`src/rtl/edge_event_monitor.sv`:
```
// ---------------------------------------------------------------------------
// edge_event_monitor
//
// Per-bit edge detector for a WIDTH-bit sampled bus. It generalises $rose to
// every bit and adds a selectable edge mode, sticky per-bit flags, a
// saturating event counter and a first-event capture FSM. It sits beside a
// datapath bus as a passive, synthesizable event monitor.
//
// The monitor never reports an edge against an unsampled history. The first
// sample after reset only loads the history register.
//
// Parameters
//   WIDTH      monitored bus width in bits (>= 1)
//   CNT_W      event counter width in bits (>= 2)
//
// Ports
//   clk        in   1      clock; all state updates on posedge
//   rst_n      in   1      asynchronous active-low reset
//   clear      in   1      synchronous clear of sticky, evt_cnt and capture;
//                          the FSM returns to ARMED
//   mode       in   2      00 rise, 01 fall, 10 any edge, 11 detection off
//   din        in   WIDTH  monitored bus
//   edge_vec   out  WIDTH  per-bit edge flags for the latest sample (pulse)
//   any_edge   out  1      OR of edge_vec
//   sticky     out  WIDTH  OR-accumulated edge_vec since reset/clear
//   evt_cnt    out  CNT_W  saturating sum of popcount(edge_vec)
//   cap_valid  out  1      high while the FSM holds a captured value
//   cap_data   out  WIDTH  din value at the first edge after arming
//   lsb_rose   out  1      rising edge on din[0], independent of mode
// ---------------------------------------------------------------------------
module edge_event_monitor #(
    parameter int WIDTH = 4,
    parameter int CNT_W = 8
) (
    input  logic             clk,
    input  logic             rst_n,
    input  logic             clear,
    input  logic [1:0]       mode,
    input  logic [WIDTH-1:0] din,
    output logic [WIDTH-1:0] edge_vec,
    output logic             any_edge,
    output logic [WIDTH-1:0] sticky,
    output logic [CNT_W-1:0] evt_cnt,
    output logic             cap_valid,
    output logic [WIDTH-1:0] cap_data,
    output logic             lsb_rose
);

    // -----------------------------------------------------------------------
    // Types and constants
    // -----------------------------------------------------------------------
    typedef enum logic [1:0] {
        MODE_RISE = 2'b00,
        MODE_FALL = 2'b01,
        MODE_ANY  = 2'b10,
        MODE_OFF  = 2'b11
    } mode_e;

    typedef enum logic [1:0] {
        ST_WARMUP   = 2'b00,
        ST_ARMED    = 2'b01,
        ST_CAPTURED = 2'b10
    } state_e;

    // Popcount of a WIDTH-bit vector needs enough bits to hold WIDTH itself.
    localparam int PC_W  = $clog2(WIDTH + 1);
    // The sum gets one spare bit above the wider operand, so the carry out of
    // an overflowing add is visible to the saturation compare.
    localparam int SUM_W = ((CNT_W > PC_W) ? CNT_W : PC_W) + 1;

    localparam logic [CNT_W-1:0] CNT_MAX = '1;

    // -----------------------------------------------------------------------
    // State
    // -----------------------------------------------------------------------
    logic [WIDTH-1:0] prev;       // din as sampled on the previous posedge
    logic             hist_ok;    // prev holds a real sample (not reset value)
    state_e           state;

    // -----------------------------------------------------------------------
    // Next-sample edge detection
    // -----------------------------------------------------------------------
    logic [WIDTH-1:0] edge_next;  // value being loaded into edge_vec
    logic             lsb_next;

    always_comb begin
        // NOTE: every combinational output gets a default before any branch,
        // so no path through the block leaves it unassigned and no latch is
        // inferred.
        edge_next = '0;
        if (hist_ok) begin
            case (mode_e'(mode))
                MODE_RISE: edge_next =  din & ~prev;
                MODE_FALL: edge_next = ~din &  prev;
                MODE_ANY:  edge_next =  din ^  prev;
                default:   edge_next = '0;      // MODE_OFF
            endcase
        end
    end

    // The legacy $rose view of bit 0 ignores mode but still respects history.
    assign lsb_next = hist_ok & din[0] & ~prev[0];

    // -----------------------------------------------------------------------
    // Event counting with saturation
    // -----------------------------------------------------------------------
    logic [PC_W-1:0]  edge_pop;
    logic [SUM_W-1:0] cnt_sum;
    logic [CNT_W-1:0] cnt_next;

    always_comb begin
        edge_pop = '0;
        for (int i = 0; i < WIDTH; i++) begin
            edge_pop = edge_pop + PC_W'(edge_next[i]);
        end
    end

    // A partial add that would pass all-ones clamps to all-ones; once there
    // the counter stays put because any non-zero addend clamps again.
    always_comb begin
        cnt_sum  = SUM_W'(evt_cnt) + SUM_W'(edge_pop);
        cnt_next = (cnt_sum > SUM_W'(CNT_MAX)) ? CNT_MAX : cnt_sum[CNT_W-1:0];
    end

    // -----------------------------------------------------------------------
    // Sampling: history register and per-sample edge outputs.
    // clear does not touch this block; a same-cycle edge is still reported.
    // -----------------------------------------------------------------------
    // NOTE: sequential state is assigned with non-blocking (<=) only, so every
    // register in these blocks sees the pre-edge value of every other one.
    always_ff @(posedge clk or negedge rst_n) begin
        if (!rst_n) begin
            prev     <= '0;
            hist_ok  <= 1'b0;
            edge_vec <= '0;
            lsb_rose <= 1'b0;
        end else begin
            prev     <= din;              // updated in every mode, including off
            hist_ok  <= 1'b1;
            edge_vec <= edge_next;
            lsb_rose <= lsb_next;
        end
    end

    assign any_edge = |edge_vec;

    // -----------------------------------------------------------------------
    // Accumulators: sticky flags and event counter.
    // clear wins over a same-cycle edge, which is therefore not accumulated.
    // -----------------------------------------------------------------------
    always_ff @(posedge clk or negedge rst_n) begin
        if (!rst_n) begin
            sticky  <= '0;
            evt_cnt <= '0;
        end else if (clear) begin
            sticky  <= '0;
            evt_cnt <= '0;
        end else begin
            sticky  <= sticky | edge_next;
            evt_cnt <= cnt_next;
        end
    end

    // -----------------------------------------------------------------------
    // First-event capture FSM
    //   WARMUP   : waiting for the first history sample; leaves on the first
    //              posedge after reset whether or not clear is high.
    //   ARMED    : waiting for the first reported edge.
    //   CAPTURED : cap_data frozen until clear.
    // clear suppresses a same-cycle capture, matching the accumulators.
    // -----------------------------------------------------------------------
    always_ff @(posedge clk or negedge rst_n) begin
        if (!rst_n) begin
            state     <= ST_WARMUP;
            cap_valid <= 1'b0;
            cap_data  <= '0;
        end else begin
            case (state)
                ST_WARMUP: begin
                    // edge_next is forced to zero while hist_ok is low, so
                    // nothing can be captured here.
                    state     <= ST_ARMED;
                    cap_valid <= 1'b0;
                    cap_data  <= '0;
                end

                ST_ARMED: begin
                    if (clear) begin
                        cap_valid <= 1'b0;
                        cap_data  <= '0;
                    end else if (|edge_next) begin
                        state     <= ST_CAPTURED;
                        cap_valid <= 1'b1;
                        cap_data  <= din;
                    end
                end

                ST_CAPTURED: begin
                    if (clear) begin
                        state     <= ST_ARMED;
                        cap_valid <= 1'b0;
                        cap_data  <= '0;
                    end
                end

                default: begin
                    // Unused encoding: recover through a fresh warm-up.
                    state     <= ST_WARMUP;
                    cap_valid <= 1'b0;
                    cap_data  <= '0;
                end
            endcase
        end
    end

endmodule

```
`config.mk`:
```
export PLATFORM = sky130hd
export DESIGN_NAME = edge_event_monitor
export DESIGN_NICKNAME = d
export VERILOG_FILES = /design/src/rtl/edge_event_monitor.sv
export SDC_FILE = /design/constraint.sdc
export NUM_CORES = 1
export LEC_CHECK = 0
export CAP_MARGIN = 10
export CELL_PAD_IN_SITES_DETAIL_PLACEMENT = 1
export CELL_PAD_IN_SITES_GLOBAL_PLACEMENT = 2
export CORE_MARGIN = 5
export CORE_UTILIZATION = 32
export CTS_CLUSTER_DIAMETER = 40
export DETAILED_ROUTE_END_ITERATION = 8
export PLACE_DENSITY_LB_ADDON = 0.25
export SLEW_MARGIN = 30
export SYNTH_ARGS = -nofsm -noshare
export SYNTH_HDL_FRONTEND = slang
export SYNTH_SLANG_ARGS = --single-unit
export TNS_END_PERCENT = 30
```
`constraint.sdc`:
```
create_clock -name clk -period 4.3 [get_ports clk]
set_input_delay 0.645 -clock clk [delete_from_list [all_inputs] [get_ports clk]]
set_output_delay 0.645 -clock clk [all_outputs]
set_load 0.005 [all_outputs]
```
## After elaboration in Yosys (flattened, before gate mapping)

Cells that the tools add are included.

- Bits of input ports: 9
- Register bits: 29
- Word-level logic and storage cells: 54

- Add/sub/neg operators: 4
- Eq/ne operators: 8
- Reduce and logical (&&, ||, !) cells: 6
- Bitwise gates (word level): 9
- Muxes and demuxes: 17
- Order comparisons: 1

Operator list:

| kind | number |
|---|---|
| 4-bit 2-to-1 mux | 5 |
| 8-bit 2-to-1 mux | 2 |
| 4-bit case mux with 3 select lines | 1 |
| 8-bit by 3-bit adder with 9-bit output | 1 |
| 9-bit by 8-bit > comparator with 1-bit output, second input constant | 1 |
| 4-bit AND | 2 |
| 4-bit NOT | 2 |
| 4-bit case mux with 2 select lines | 1 |
| 4-bit OR reduction | 2 |
| 2-bit 2-to-1 mux | 3 |
| 2-bit inequality test, second input constant | 3 |
| 2-bit case mux with 3 select lines | 1 |
| 2-bit by 1-bit equality test with 1-bit output, second input constant | 2 |
| 2-bit equality test, second input constant | 2 |
| 2-bit zero test | 2 |
| 4-bit bitwise OR | 1 |
| 4-bit bitwise XOR | 1 |
| 2-bit by 1-bit adder with 3-bit output | 1 |
| 3-bit by 1-bit adder with 3-bit output | 1 |
| 1-bit 2-to-1 mux | 3 |
| 3-bit inequality test, second input constant | 1 |
| 3-bit AND reduction | 1 |
| 1-bit by 1-bit adder with 2-bit output | 1 |
| 1-bit AND | 2 |
| other kinds (3) | 3 |

## Depth between registers and ports, before layout

- Depth after elaboration: 11
- Gate-level depth with buffers: 15
- Mapped depth without buffers: 15

## Worst setup path after synthesis

OpenSTA, ideal clock, no wires.

- Kind: input to register
- Start: in din[0]
- End: reg evt_cnt[0]
- Data arrival time: 3.303 ns
- Setup slack: 0.919 ns
- Data required time: 4.222 ns
- Buffers on the path: 0
- Cell stages on the path: 15
- Cells stage by stage: inv_1 ha_1 nor2b_1 nor3_1 or2_2 inv_1 fa_1 inv_1 fa_1 inv_1 fa_1 and3_1 and3_1 nand3_1 a21oi_1

- Cells in the longest elaborated chain, start to end: 11
- Elaborated cells on any way between the ends: 13
- Those cells by class: add/sub: 4; order compare: 1; mux: 4; bitwise: 4

RTL lines:

| item | RTL line | text |
|---|---|---|
| from (decl) | 39 | `input logic [WIDTH-1:0] din,` |
| 4-bit NOT | 94 | `MODE_FALL: edge_next = ~din & prev;` |
| 4-bit AND | 94 |  |
| 4-bit case mux with 3 select lines * | 92 | `case (mode_e'(mode))` |
| 4-bit 2-to-1 mux * | 91 | `if (hist_ok) begin` |
| net edge_next[0] | 83 | `logic [WIDTH-1:0] edge_next;` |
| 1-bit by 1-bit adder with 2-bit output * | 114 | `edge_pop = edge_pop + PC_W'(edge_next[i]);` |
| 2-bit by 1-bit adder with 3-bit output * | 114 |  |
| 3-bit by 1-bit adder with 3-bit output * | 114 |  |
| 8-bit by 3-bit adder with 9-bit output * | 121 | `cnt_sum = SUM_W'(evt_cnt) + SUM_W'(edge_pop);` |
| 9-bit by 8-bit > comparator with 1-bit output | 122 | `cnt_next = (cnt_sum > SUM_W'(CNT_MAX)) ? CNT_MAX : cnt_sum[CNT_W-1:0];` |
| 8-bit 2-to-1 mux * | 122 |  |
| 8-bit 2-to-1 mux * | 155 | `end else if (clear) begin` |
| to (signal assigned) | 160 | `evt_cnt <= cnt_next;` |
| to (decl) | 43 | `output logic [CNT_W-1:0] evt_cnt,` |

The timed path passes the listed nets; every way through them passes the cells marked *.
A chain may end at the register's enable or synchronous reset.

## Worst setup path after layout

Same ends and word-level chain as after synthesis.

==> impl_metrics.ini <==
[finish]
final_util_pct = 43.89
final_cell_mix = 31 x clkdlybuf4s50_1, 29 x dfrtp_1, 22 x inv_1
layout.nets = 209
area_delta_synth_final_pct = 32.99
layout-drive-gt1-share_pct = 10.05
final_common_cell = clkdlybuf4s50_1
insertedDiodeCount = 0
fillers = 518

[drt]
vias_per_cell = 4.836
drtAntennaViolNets = 0
avgRoutedWirePerCell_um = 15.20
wl_um = 3890
vias = 1238
drt_first_iter_violations = 37
firstDrtPassIters = 4
drc_errors = 0

[hold_path]
hold_path_end = sticky[2]$_DFF_PN0_
hp-start = sticky[2]$_DFF_PN0_
hp-class = register to register
holdPathStages = 1

[timing]
finClkSkew_ns = 0.004004
slew_violations = 0
timing.hold.ws_ns = 0.4944
tightestPinTransition_ns = 0.8155
fmax_ghz = 0.2525
tns_ns = 0
period_minus_slack_ns = 3.960
fin_crit_sh_pct = 92.10
rsz0062_at_grt = false
slew_headroom_pct = 45.46
final-hold-violation-count = 0
setup_viol = 0

[logic_synthesis]
netlist_area_um2 = 1559
synth_warnings = 0
synth_cell_types = 37
ys_ff_latch = 29
syn_avg_cell_area_um2 = 10.39
ys_seq_area_share_pct = 46.55
synth_nets = 171
async_flop_share_pct = 100.0
synthCells = 150
ys_dominant_reg_cell = dfrtp_1
synth_edf_count = 0

[placement]
gp_congestion = 0.7851
io_buffers = 31
dp_hpwl_um = 2944

[worst_setup_path]
arrival_ns = 4.15
path_delay_family = adder cells
startpoint_type = input port
rr_endpoint = evt_cnt[0]$_DFF_PN0_
crit_chain = clkdlybuf4s50_1, inv_1, ha_1, and2b_1, o21ai_0, or2_2, inv_1, fa_1, inv_1, fa_1, inv_1, fa_1, and3_1, and3_1, nand3_1, a21oi_1
crit_top_cell = inv_1
required_ns = 4.49
crit_slowest_cell = clkdlybuf4s50_1
path_buf_inv = 5
cp_max_fo = 6
slowest_delay_ns = 0.57
end_kind = register
reg2regPathDepth = 14
worst-setup-path-type = input port to register
reg2reg_from = prev[2]$_DFF_PN0_
reg2reg_slack_ns = 0.98

[pwr]
peakVddDrop_mv = 0.1824
power_leakage_nw = 0.9760
power.total_mw = 0.7845
power.density_nw_per_um2 = 378.4

[floorplan]
die-area_um2 = 6368
die_y_um = 79.80
dieWidth_um = 79.80
core_area_um2 = 4723
initial_utilization_pct = 33.01
rows = 25
num_io_pins = 32

[clock_network]
cts_tree = yes
cts_resized = 0
cts.path.max_buffers = 2
clk_pin_slew_worst_paths_ns = 0.07
clock_latency_ns = 0.28
cts_buffers = 5
clock_sinks = 29
cts_hold_buf = 0
root_buffer = clkbuf_8
cts_max_level = 2
cts_setup_buffers = 0

[global_route]
grtUsageTotal_pct = 13.40
grt_pass1_wl_um = 6720
overflow = 0
grt_pass1_vias = 1384
antenna_found_initial = 0
grt_max_degree = 30

[flow_run]
maxCapViolations = 0

[run_status]
status = finished clean
[worst max-delay path by stage]
stage,cells past startpoint,end,start,slack (ns)
after floorplan,15,evt_cnt[0]$_DFF_PN0_,din[0],0.92
after global placement,16,evt_cnt[2]$_DFF_PN0_,din[2],0.16
after detailed placement,16,evt_cnt[5]$_DFF_PN0_,din[2],0.06
after CTS,16,evt_cnt[5]$_DFF_PN0_,din[0],0.33
after global routing,16,evt_cnt[2]$_DFF_PN0_,din[0],0.12
final,16,evt_cnt[0]$_DFF_PN0_,din[0],0.34
[cells in the mapped netlist, types with 2 or more instances]
library cell	count	area, um2
o21a_1	5	37.54
nand2_1	4	15.01
o21ai_1	2	10.01
dfrtp_1	29	725.7
o2111ai_1	4	35.03
and2b_1	3	22.52
a21oi_1	7	35.03
nand4_1	5	31.28
nor2_1	9	33.78
xnor2_1	2	17.52
ha_1	9	112.6
nand3_1	2	10.01
xor2_1	2	17.52
inv_1	22	82.58
fa_1	3	60.06
nor3_1	3	15.01
clkbuf_1	2	7.510
o311ai_1	4	35.03
o21ai_0	3	15.01
and3_1	4	25.02
nor2b_1	6	37.54
or2_2	5	31.28
[flip-flops by register name (all words and copies together) (netlist names)]
register and cells:
cap_data 4, cap_valid 1, edge_vec 4, evt_cnt 8, hist_ok 1, lsb_rose 1
prev 4, state 2, sticky 4
[layout make-up]
cell class | instances | area (um2) | area share, %
Inverter | 22 | 82.58 | 3.983
Sequential cell | 29 | 725.7 | 35.00
Clock buffer | 7 | 86.33 | 4.164
Tap cell | 67 | 83.83 | 4.043
Timing Repair Buffer | 34 | 332.8 | 16.05
Clock inverter | 1 | 30.03 | 1.448
Multi-Input combinational cell | 96 | 732.0 | 35.30
[cells by family after synthesis]
family | after synthesis | share of synthesized area (%)
compound gates | 32 | 15.81
fa+ha+maj | 12 | 11.08
flops | 29 | 46.55
mux | 1 | 0.6421
simple gates | 46 | 16.93
xor+xnor | 4 | 2.248
buf+inv | 25 | 6.501
other cells | 1 | 0.2405
[where the power goes]
group          switching (mW)  total [mW]  internal, mW
registers              0.0217       0.320         0.299
clock network           0.104       0.293         0.189
logic                  0.0870       0.172        0.0845
[per-stage QoR]
stage               setup WS, ns  area, um2  instances
floorplan                 0.9192       1559        150
global placement          0.1591       1957        248
detailed placement       0.06065       1957        248
CTS                       0.3305       2073        256
global route              0.1154       2073        256
finish                    0.3395       2073        256
[per-layer routing]
metal	global-route usage [%]	vias up	share of wire (%)
met3	3.499	2	4.5
met5	0	-	0
li1	-	590	-
met2	22.04	25	49
met1	17.23	621	46
met4	4.054	0	0.64
[worst reg2reg max path, stage by stage, from the launching register on]
cell	delay [ns]
dfrtp_1	0.38
ha_1	0.28
nor2b_1	0.05
nor3_2	0.24
or2_2	0.17
inv_1	0.07
fa_1	0.49
inv_1	0.05
fa_1	0.35
inv_1	0.09
fa_1	0.23
and3_1	0.21
and3_1	0.22
nand3_1	0.21
a21oi_1	0.21
(Power assumes the default switching activity.)
